[config.mk]
export PLATFORM = sky130hd
export DESIGN_NAME = id_ex_pipe_reg_flat
export DESIGN_NICKNAME = d
export VERILOG_FILES = /design/src/rtl/cpu_pipe_pkg.sv /design/src/rtl/id_ex_pipe_reg_if.sv /design/src/rtl/load_use_detect.sv /design/src/rtl/id_ex_pipe_reg.sv /design/src/flat_wrapper.sv
export SDC_FILE = /design/constraint.sdc
export NUM_CORES = 1
export LEC_CHECK = 0
export BUFFER_PORTS_ARGS = -buffer_cell sky130_fd_sc_hd__buf_2
export CAP_MARGIN = 20
export CORE_AREA = 3 3 158 160
export CTS_BUF_LIST = sky130_fd_sc_hd__clkbuf_2 sky130_fd_sc_hd__clkbuf_4 sky130_fd_sc_hd__clkbuf_8
export DETAILED_ROUTE_END_ITERATION = 10
export DIE_AREA = 0 0 161 163
export SLEW_MARGIN = 5
export SYNTH_ARGS = -nofsm -noshare
export SYNTH_HDL_FRONTEND = slang
export SYNTH_HIERARCHICAL = 1
export SYNTH_SLANG_ARGS = --single-unit
[constraint.sdc]
create_clock -name clk -period 7.9 [get_ports clk]
set_input_delay 1.58 -clock clk [delete_from_list [all_inputs] [get_ports clk]]
set_output_delay 1.58 -clock clk [all_outputs]
set_load 0.05 [all_outputs]
[src/rtl/cpu_pipe_pkg.sv]
// Shared ID/EX pipeline types: the decode bundle, bubble construction and pipe FSM states.
// Pure declarations; no timing or flow control of its own.
package cpu_pipe_pkg;

  localparam int XLEN          = 32;
  localparam int REG_ADDR_BITS = 5;
  localparam int ALUOP_BITS    = 4;
  localparam int FUNC3_BITS    = 3;
  localparam int FUNC7_BITS    = 7;
  localparam int DATATYPE_BITS = 3;
  localparam int BRANCH_BITS   = 3;
  localparam int RD_SRC_BITS   = 2;
  localparam int CSR_ADDR_BITS = 12;

  localparam logic [BRANCH_BITS-1:0] BRANCH_NONE = '0;

  typedef struct packed {
    logic [XLEN-1:0]          pc;
    logic [ALUOP_BITS-1:0]    aluop;
    logic [FUNC3_BITS-1:0]    func3;
    logic [FUNC7_BITS-1:0]    func7;
    logic [XLEN-1:0]          imm;
    logic [DATATYPE_BITS-1:0] datatype;
    logic [REG_ADDR_BITS-1:0] rs1_addr;
    logic [XLEN-1:0]          rs1_data;
    logic [REG_ADDR_BITS-1:0] rs2_addr;
    logic [XLEN-1:0]          rs2_data;
    logic [REG_ADDR_BITS-1:0] rd_addr;
    logic [BRANCH_BITS-1:0]   branch_ctrl;
    logic                     alu_src;
    logic                     pc2reg_src;
    logic                     reg_wr;
    logic [RD_SRC_BITS-1:0]   rd_src;
    logic                     dm2reg;
    logic                     dm_rd;
    logic                     dm_wr;
    logic [CSR_ADDR_BITS-1:0] csr_addr;
    logic                     csr;
    logic                     csr_src;
    logic                     csr_wr;
    logic                     csr_set;
    logic                     csr_clr;
    logic                     csr_mret;
    logic                     csr_wfi;
  } id_ex_t;

  typedef enum logic {RUN = 1'b0, SLEEP = 1'b1} pipe_state_e;

  // Side-effecting controls are always killed; data fields only when zero_data is set.
  function automatic id_ex_t id_ex_bubble(input id_ex_t b, input bit zero_data);
    id_ex_t r;
    r             = zero_data ? id_ex_t'('0) : b;
    r.reg_wr      = 1'b0;
    r.dm_rd       = 1'b0;
    r.dm_wr       = 1'b0;
    r.dm2reg      = 1'b0;
    r.csr         = 1'b0;
    r.csr_wr      = 1'b0;
    r.csr_set     = 1'b0;
    r.csr_clr     = 1'b0;
    r.csr_mret    = 1'b0;
    r.csr_wfi     = 1'b0;
    r.branch_ctrl = BRANCH_NONE;
    return r;
  endfunction

endpackage

[src/rtl/id_ex_pipe_reg_if.sv]
// ID/EX boundary signals; master is the ID/control side, slave is the pipeline register.
// No storage; backpressure is carried by ex_stall and id_hold.
interface id_ex_pipe_reg_if #(
  parameter int PERF_CNT_BITS = 16
);
  import cpu_pipe_pkg::*;

  logic                     id_valid;
  id_ex_t                   id_bundle;
  logic                     ex_stall;
  logic                     flush;
  logic                     irq_wake;
  logic                     ex_valid;
  id_ex_t                   ex_bundle;
  logic                     load_use_stall;
  logic                     id_hold;
  logic                     wfi_sleep;
  logic [PERF_CNT_BITS-1:0] bubble_cnt;

  modport master (
    output id_valid, id_bundle, ex_stall, flush, irq_wake,
    input  ex_valid, ex_bundle, load_use_stall, id_hold, wfi_sleep, bubble_cnt
  );

  modport slave (
    input  id_valid, id_bundle, ex_stall, flush, irq_wake,
    output ex_valid, ex_bundle, load_use_stall, id_hold, wfi_sleep, bubble_cnt
  );

endinterface

[src/rtl/load_use_detect.sv]
// Load-use hazard compare between the instruction in ID and a load sitting in EX.
// Purely combinational, zero latency; raises hazard so the caller can bubble and hold ID.
module load_use_detect
  import cpu_pipe_pkg::*;
(
  input  logic   id_valid,
  input  id_ex_t id_bundle,
  input  logic   ex_valid,
  input  id_ex_t ex_bundle,
  output logic   hazard
);

  logic hit_rs1;
  logic hit_rs2;
  logic rs2_used;

  // rs2 only matters when it feeds the ALU, the store data, or a branch compare.
  assign rs2_used = !id_bundle.alu_src || id_bundle.dm_wr ||
                    (id_bundle.branch_ctrl != BRANCH_NONE);
  assign hit_rs1  = (ex_bundle.rd_addr == id_bundle.rs1_addr);
  assign hit_rs2  = (ex_bundle.rd_addr == id_bundle.rs2_addr) && rs2_used;

  assign hazard = id_valid && ex_valid && ex_bundle.dm_rd &&
                  (ex_bundle.rd_addr != '0) && (hit_rs1 || hit_rs2);

endmodule

[src/rtl/id_ex_pipe_reg.sv]
// ID/EX pipeline register with load-use bubbles, flush, and WFI parking; one cycle ID to EX.
// Holds on ex_stall; id_hold tells IF/ID to freeze during stalls, load-use hazards and sleep.
module id_ex_pipe_reg
  import cpu_pipe_pkg::*;
#(
  parameter int PERF_CNT_BITS  = 16,
  parameter bit ZERO_ON_BUBBLE = 1'b1
) (
  input logic             clk,
  input logic             rst,
  id_ex_pipe_reg_if.slave bus
);

  logic                     ex_valid_q;
  id_ex_t                   ex_bundle_q;
  pipe_state_e              state_q;
  logic [PERF_CNT_BITS-1:0] bubble_cnt_q;
  logic                     hazard;
  logic                     capture;
  logic                     sleeping;

  load_use_detect u_load_use_detect (
    .id_valid  (bus.id_valid),
    .id_bundle (bus.id_bundle),
    .ex_valid  (ex_valid_q),
    .ex_bundle (ex_bundle_q),
    .hazard    (hazard)
  );

  assign sleeping = (state_q == SLEEP);
  assign capture  = !bus.flush && !bus.ex_stall && !sleeping && !hazard;

  always_ff @(posedge clk or posedge rst) begin
    if (rst) begin
      ex_valid_q   <= 1'b0;
      ex_bundle_q  <= '0;
      state_q      <= RUN;
      bubble_cnt_q <= '0;
    end else begin
      if (bus.flush) begin
        ex_valid_q  <= 1'b0;
        ex_bundle_q <= id_ex_bubble(ex_bundle_q, ZERO_ON_BUBBLE);
      end else if (bus.ex_stall) begin
        ex_valid_q  <= ex_valid_q;
        ex_bundle_q <= ex_bundle_q;
      end else if (sleeping || hazard) begin
        ex_valid_q  <= 1'b0;
        ex_bundle_q <= id_ex_bubble(ex_bundle_q, ZERO_ON_BUBBLE);
        if (!sleeping && (bubble_cnt_q != {PERF_CNT_BITS{1'b1}})) begin
          bubble_cnt_q <= bubble_cnt_q + 1'b1;
        end
      end else begin
        ex_valid_q  <= bus.id_valid;
        ex_bundle_q <= bus.id_bundle;
      end

      // The WFI itself still goes to EX; only what follows it is parked.
      if (bus.flush) begin
        state_q <= RUN;
      end else if (sleeping && bus.irq_wake) begin
        state_q <= RUN;
      end else if (capture && bus.id_valid && bus.id_bundle.csr_wfi && !bus.irq_wake) begin
        state_q <= SLEEP;
      end
    end
  end

  assign bus.ex_valid       = ex_valid_q;
  assign bus.ex_bundle      = ex_bundle_q;
  assign bus.load_use_stall = hazard && !rst;
  assign bus.id_hold        = !rst && (bus.ex_stall || hazard || sleeping);
  assign bus.wfi_sleep      = sleeping;
  assign bus.bubble_cnt     = bubble_cnt_q;

endmodule

[src/flat_wrapper.sv]
// flat-port wrapper written by rule: the top's interface ports become plain ports
module id_ex_pipe_reg_flat import cpu_pipe_pkg::*;
#(
  parameter int PERF_CNT_BITS  = 16,
  parameter bit ZERO_ON_BUBBLE = 1'b1
)
  (clk, rst, bus_id_valid, bus_id_bundle, bus_ex_stall, bus_flush, bus_irq_wake, bus_ex_valid, bus_ex_bundle, bus_load_use_stall, bus_id_hold, bus_wfi_sleep, bus_bubble_cnt);
  id_ex_pipe_reg_if #(.PERF_CNT_BITS(PERF_CNT_BITS)) bus_i ();
  input logic clk;
  input logic rst;
  input wire logic [$bits(bus_i.id_valid)-1:0] bus_id_valid;
  input wire logic [$bits(bus_i.id_bundle)-1:0] bus_id_bundle;
  input wire logic [$bits(bus_i.ex_stall)-1:0] bus_ex_stall;
  input wire logic [$bits(bus_i.flush)-1:0] bus_flush;
  input wire logic [$bits(bus_i.irq_wake)-1:0] bus_irq_wake;
  output wire logic [$bits(bus_i.ex_valid)-1:0] bus_ex_valid;
  output wire logic [$bits(bus_i.ex_bundle)-1:0] bus_ex_bundle;
  output wire logic [$bits(bus_i.load_use_stall)-1:0] bus_load_use_stall;
  output wire logic [$bits(bus_i.id_hold)-1:0] bus_id_hold;
  output wire logic [$bits(bus_i.wfi_sleep)-1:0] bus_wfi_sleep;
  output wire logic [$bits(bus_i.bubble_cnt)-1:0] bus_bubble_cnt;
  assign bus_i.id_valid = bus_id_valid;
  assign bus_i.id_bundle = bus_id_bundle;
  assign bus_i.ex_stall = bus_ex_stall;
  assign bus_i.flush = bus_flush;
  assign bus_i.irq_wake = bus_irq_wake;
  assign bus_ex_valid = bus_i.ex_valid;
  assign bus_ex_bundle = bus_i.ex_bundle;
  assign bus_load_use_stall = bus_i.load_use_stall;
  assign bus_id_hold = bus_i.id_hold;
  assign bus_wfi_sleep = bus_i.wfi_sleep;
  assign bus_bubble_cnt = bus_i.bubble_cnt;
  id_ex_pipe_reg #(.PERF_CNT_BITS(PERF_CNT_BITS), .ZERO_ON_BUBBLE(ZERO_ON_BUBBLE)) u_core (.clk(clk), .rst(rst), .bus(bus_i));
endmodule
==> results of run 1 <==
-- cells in the mapped netlist (2+ instances only) --
cell | instances | area (µm²)
a211oi_1 | 3 | 22.52
a21oi_1 | 3 | 15.01
a22o_1 | 191 | 1673
a31oi_1 | 2 | 12.51
clkbuf_1 | 42 | 157.7
dfrtp_1 | 208 | 5205
inv_1 | 4 | 15.01
mux2_2 | 2 | 22.52
nand2_1 | 7 | 26.28
nand3_1 | 3 | 15.01
nand4_1 | 8 | 50.05
nor2_1 | 2 | 7.510
nor3_1 | 7 | 35.03
nor4_1 | 8 | 50.05
o21ai_0 | 5 | 25.02
xnor2_1 | 5 | 43.79
xor2_1 | 15 | 131.4
-- metrics by stage --
| step | std cells | util | setup WS (ns) | hold WS (ns) | area, µm² |
|---|---|---|---|---|---|
| after global placement | 1215 | 0.4231 | 3.007 | 0.4789 | 9961 |
| after floorplan | 528 | - | 0.6392 | 0.7946 | 7636 |
| after global routing | 1285 | 0.4612 | 3.007 | 0.5085 | 10860 |
| after detailed placement | 1215 | 0.4231 | 3.004 | 0.4805 | 9961 |
| final | 1285 | 0.4612 | 3.105 | 0.4916 | 10860 |
| after CTS | 1283 | 0.4599 | 3.003 | 0.4879 | 10830 |
-- cells by family (layout without fill, tap and decap cells) --
family,count (synthesis),after routing,share of synthesized area
xor gates and xnor gates,20,20,0.02294
and+or+nand+nor,43,43,0.03507
buffers and inverters,47,484,0.02310
muxes,3,3,0.004424
DFF,208,208,0.6816
other,0,1,0
adders and majority gates,1,1,0.001638
AOI/OAI and AO/OA,206,206,0.2312
-- how the worst min path moves through the flow --
| stage | to | slack, ns | cells past startpoint |
|---|---|---|---|
| floorplan | u_core/bus.bubble_cnt[9] | 0.79 | 1 |
| finish | u_core/bus.bubble_cnt[9] | 0.49 | 1 |
| global placement | u_core/bus.bubble_cnt[9] | 0.48 | 1 |
| CTS | u_core/bus.bubble_cnt[9] | 0.49 | 1 |
| global route | u_core/bus.bubble_cnt[9] | 0.51 | 1 |
| detailed placement | u_core/bus.bubble_cnt[9] | 0.48 | 1 |
-- cell type report --
type	instances	area, µm²
repair buffers	412	2100
flip-flops and latches	208	5205
clock inverters	11	138.9
multi-input cells	273	2262
inverters	4	22.52
well taps	319	399.1
fillers	2231	12680
diodes	1	2.502
clock buffers	57	728.2
-- state kept, by name, summed over array words and instances (netlist names) --
signal and cells:
u_core/bus.ex_bundle 190, u_core/bus.bubble_cnt 16, u_core/bus.ex_valid 1, u_core/bus.wfi_sleep 1
-- worst max-delay path, delay by kind of cell --
family | cells | cell delay [ns]
AO/OA/AOI/OAI | 2 | 0.75
XOR/XNOR | 1 | 0.13
buffers and inverters | 2 | 0.37
AND/OR/NAND/NOR | 3 | 0.36
-- routing by layer --
metal | GRT usage | routed length (µm) | vias up
li1 | - | - | 2868
met1 | 0.2258 | 9989 | 3011
met2 | 0.2977 | 12110 | 262
met3 | 0.05443 | 1890 | 44
met4 | 0.05827 | 621 | 0
met5 | 0 | 0 | -
-- where the power goes --
group	total (mW)	internal, mW	switching [mW]
Combinational	0.440	0.120	0.320
Clock	1.15	0.691	0.455
Sequential	1.16	1.12	0.0339
Total	2.74	1.93	0.809
==> impl_metrics.ini, run 1 <==
[floorplan]
die_h_um = 163
rows = 56
dieArea_um2 = 26240
io_pins = 406
core_area_um2 = 23540
die-width_um = 161
initial_utilization = 0.3244

[worst_hold_path]
hp-class = reg -> reg
hold_start = u_core/bus.bubble_cnt[9]

[power]
design_power_total_mw = 2.742
peakVddDrop_mv = 0.1317
power.static_leakage_nw = 6.084
power_density_over_the_cells_nw_per_um2 = 252.5

[cts]
post_cts.resized_instances = 0
cts_root_cell = clkbuf_8
cts_hold_repair.buffers = 0
clock_tree_sinks = 208
clk-insertion-delay-late_ns = 0.52
max-clock-path-buffers = 3
clkTransAtPathRegs_ns = 0.05
cts_tree = built
number_of_buffers_inserted_to_repair_setup_after_cts = 0
htree_num_levels = 2
cts_buffers = 38

[worst_setup_path]
worst_r2r_endpoint = u_core/bus.ex_bundle[49]
worst_setup_path_startpoint = bus_id_bundle[71]
timing.critical_path.arrival_ns = 3.22
reg2reg_slack_ns = 4.75
crit_path_cell_trace = buf_2 > xor2_1 > a211oi_1 > nand4_1 > a21oi_1 > nor3_1 > nor2_1 > buf_2
cp_max_fo = 5
reg2reg_from = u_core/bus.ex_bundle[30]
critPathKind = in -> out
timing.critical_path.slowest_cell_delay_ns = 0.48
crit_path_most_repeated_cell = buf_2
critPathLaunchType = primary input
critical_path_required_ns = 6.32
critical_path.slowest_cell = a21oi_1
crit_end = bus_id_hold
reg2regPathDepth = 7
setup.worst_path.end_class = primary output

[placement]
place.port_buffers = 405
finalWeightedCongestion = 0.8613
hpwl_mm = 16.78

[timing]
max-slew-margin-rel = 0.2687
fin_setup_tns_ns = 0
final.setup_skew_ns = 0.02023
final.period_utilization = 0.6070
setup_repair_after_global_routing_missed_its_margin = false
tightestPinTransition_ns = 1.097
fmax_mhz = 208.5
finalCriticalPeriod_ns = 4.795
finalHoldViolCount = 0
setup-violations-final = 0
slew_violations = 0

[drt]
routed_wl_mm = 24.61
drt_first_iter_violations = 340
dr.pass1.iters = 4
ant_nets = 0
drc_markers = 0
num_vias = 6185
routedWlPerCell_um = 19.15
avgViaCountPerCell = 4.813

[final_layout]
layout.nets = 1134
layout.cells.most_common_list = buf_2 (405), dfrtp_1 (208), a22o_1 (191)
layout_commonest_cell = buf_2
drive_above_1_share = 0.5067
layout-area-overhead-vs-synth_pct = 42.19

[run_status]
run_status = complete, no violations

[synthesis]
synthCells = 528
synth_edf_count = 0
syn_area_um2 = 7636
postSynthRegisterBits = 208
post_synth.cell_area_avg_um2 = 14.46
postSynthNetCount = 725
postSynth.topFlopCell = dfrtp_1
yosys_cell_types = 30
async_flop_share = 1.000
ys_seq_area_frac = 0.6816
synth_warnings = 6

[job]
cap_violations = 0

[global_route]
grt_start_max_net_pins = 146
antenna_found_initial = 1
global_route.usage.total = 0.1794
first_pass_grt_wire_length_mm = 37.07
grt_pass1_vias = 6384
globalRoute.totalOverflow = 0
(Power assumes the default switching activity.)
==> run 2, diff against run 1 <==
Settings changed: ABC_AREA set to 1, CORE_AREA 3 3 158 160 to 3 3 157 159, DIE_AREA 0 0 161 163 to 0 0 160 162.
Clock period 7.9 ns to 4.6 ns, I/O delays scaled along.
==> impl_metrics.ini, run 2 <==
[synthesis]
yosys.area_share.adder = 0.001515
async_flop_share = 1.000
synth-simple-area-share = 0.07120
postSynth.topFlopCell = dfrtp_1
synth_edf_count = 0
synthTopCellsByArea = dfrtp_1 (63%), a32o_1 (23%), nand2_1 (4.1%), clkbuf_1 (2.0%), nor2_1 (1.3%)
synth_top_cell_by_area = dfrtp_1
yosysMostFrequentCell = dfrtp_1
post_synth_xor_area_fraction = 0.01273
synth.area.mux_share = 0
yosys_cell_types = 27
synthDominantCellAreaShare = 0.6302
ys_seq_area_frac = 0.6302
syn_area_um2 = 8259
largest_family_of_logic_cells_by_synthesized_area = compound AO/OA/AOI/OAI gates
synthCells = 651
synth_top_cells_by_count = dfrtp_1 (208), a32o_1 (191), nand2_1 (90)
synth_warnings = 6
post_synth.cell_area_avg_um2 = 12.69
postSynthRegisterBits = 208
synth_compound_gate_area_share = 0.2384
postSynthNetCount = 848

[global_route]
global_route.usage.total = 0.1995
antenna_found_initial = 1
first_pass_grt_wire_length_mm = 41.81
grt_start_max_net_pins = 110
grt_pass1_vias = 7338
globalRoute.totalOverflow = 0

[placement]
place.port_buffers = 405
finalWeightedCongestion = 0.7793
hpwl_mm = 18.39
post-place-ws_ns = 1.456
dpl_cell_area_um2 = 10560
place_inst = 1319

[drt]
num_vias = 7225
routedWlPerCell_um = 19.47
drc_markers = 0
routed_wl_mm = 26.91
drt_first_iter_violations = 635
avgViaCountPerCell = 5.228
dr.pass1.iters = 5
ant_nets = 0

[final_layout]
fin_area_um2 = 11370
layout.core_utilization = 0.4858
layout.cells.most_common_list = buf_2 (404), dfrtp_1 (208), a32o_1 (191)
drive_above_1_share = 0.4614
finish.cell_count_without_fillers = 1382
layout.nets = 1236
layout-area-overhead-vs-synth_pct = 37.66
layout_commonest_cell = buf_2
largest_reg_flops = 190

[floorplan]
dieArea_um2 = 25920
die_h_um = 162
rows = 56
initial_utilization = 0.3529
die-width_um = 160
io_pins = 406
core_area_um2 = 23400

[timing]
finalHoldViolCount = 0
fin_setup_tns_ns = 0
max-slew-margin-rel = 0.2931
final.setup.worst_slack_ns = 1.379
finalCriticalPeriod_ns = 3.221
setup_repair_after_global_routing_missed_its_margin = false
final.period_utilization = 0.7002
final.setup_skew_ns = 0.01541
setup-violations-final = 0
slew_violations = 0
tightestPinTransition_ns = 1.060
fmax_mhz = 310.5

[job]
cap_violations = 0

[cts]
clkTransAtPathRegs_ns = 0.06
clk-insertion-delay-late_ns = 0.51
number_of_buffers_inserted_to_repair_setup_after_cts = 0
post_cts.resized_instances = 0
htree_num_levels = 2
cts_tree = built
clock_tree_sinks = 208
cts_hold_repair.buffers = 0
cts_buffers = 37
max-clock-path-buffers = 3
cts_root_cell = clkbuf_8

[worst_setup_path]
critical_path_required_ns = 3.68
critical_path.slowest_cell = dfrtp_1
crit_path_cell_trace = nand2_1 > inv_1 > nor2_1 > nor2_1 > nand3_1 > a21oi_2 > inv_1 > a31oi_1 > buf_2
setup.worst_path.end_class = primary output
reg2reg_from = u_core/bus.ex_bundle[30]
timing.critical_path.arrival_ns = 2.30
critPathKind = reg -> out
reg2regPathDepth = 12
critPathLaunchType = flip-flop
cp_max_fo = 6
timing.critical_path.slowest_cell_delay_ns = 0.57
reg2reg_slack_ns = 2.11
worst_r2r_endpoint = u_core/bus.bubble_cnt[13]

[power]
power.static_leakage_nw = 5.928
power_density_over_the_cells_nw_per_um2 = 406.6
peakVddDrop_mv = 0.2471

[worst_hold_path]
hp-class = in -> async

[run_status]
run_status = complete, no violations
## run 2: cell types whose count changed after synthesis, sizes merged, moves of 19 or more
cell / previous run / this run
nor2: 2 / 30
a22o: 191 / 0
inv: 4 / 23
a32o: 0 / 191
buf: 1 / 20
nand2: 7 / 93
## run 2: cells by family after synthesis
family	after synthesis
buffers and inverters	90
adders and majority gates	1
xor gates and xnor gates	12
AOI/OAI and AO/OA	199
and+or+nand+nor	141
DFF	208
## run 2: where the power goes
group	switching [mW]	internal, mW
Sequential	0.0547	1.93
Combinational	0.585	0.213
Clock	0.736	1.11
Total	1.38	3.25
## run 2: area by class of cell
| type | count | area (µm²) |
|---|---|---|
| timing repair buffer | 414 | 2163 |
| multi-input combinational | 353 | 2683 |
| sequential | 208 | 5205 |
| fill | 2242 | 12030 |
| antenna | 1 | 2.502 |
| tap | 319 | 399.1 |
| clock buffer | 59 | 768.2 |
| clock inverter | 3 | 42.54 |
| inverter | 25 | 106.4 |
## run 2: worst max path at each step
| stage | startpoint | to | slack [ns] |
|---|---|---|---|
| after floorplan | rst | u_core/bus.bubble_cnt[0] | 0.98 |
| after global placement | bus_id_bundle[67] | bus_id_hold | 1.45 |
| after detailed placement | bus_id_bundle[68] | bus_id_hold | 1.46 |
| after CTS | u_core/bus.ex_bundle[30] | bus_id_hold | 1.29 |
| after global routing | u_core/bus.ex_bundle[30] | bus_id_hold | 1.17 |
| final | u_core/bus.ex_bundle[30] | bus_id_hold | 1.38 |
## run 2: worst max-delay path, delay by kind of cell (launching register included)
family	cells	cell delay (ns)
AND/OR/NAND/NOR	4	0.47
AO/OA/AOI/OAI	2	0.29
flip-flops	1	0.57
buffers and inverters	3	0.45
## run 2: layer usage
metal  global-route usage  share of wire
met4              0.06036          0.023
met5                    0              0
met2               0.3317           0.49
met1               0.2482           0.40
met3              0.06682          0.094
## run 2: per-stage QoR
step                power (mW)  hold WS (ns)
floorplan                2.548        0.7847
global placement         2.815        0.4972
detailed placement       2.819        0.5046
CTS                      4.701        0.3302
global route             4.837        0.3364
finish                   4.622        0.3608
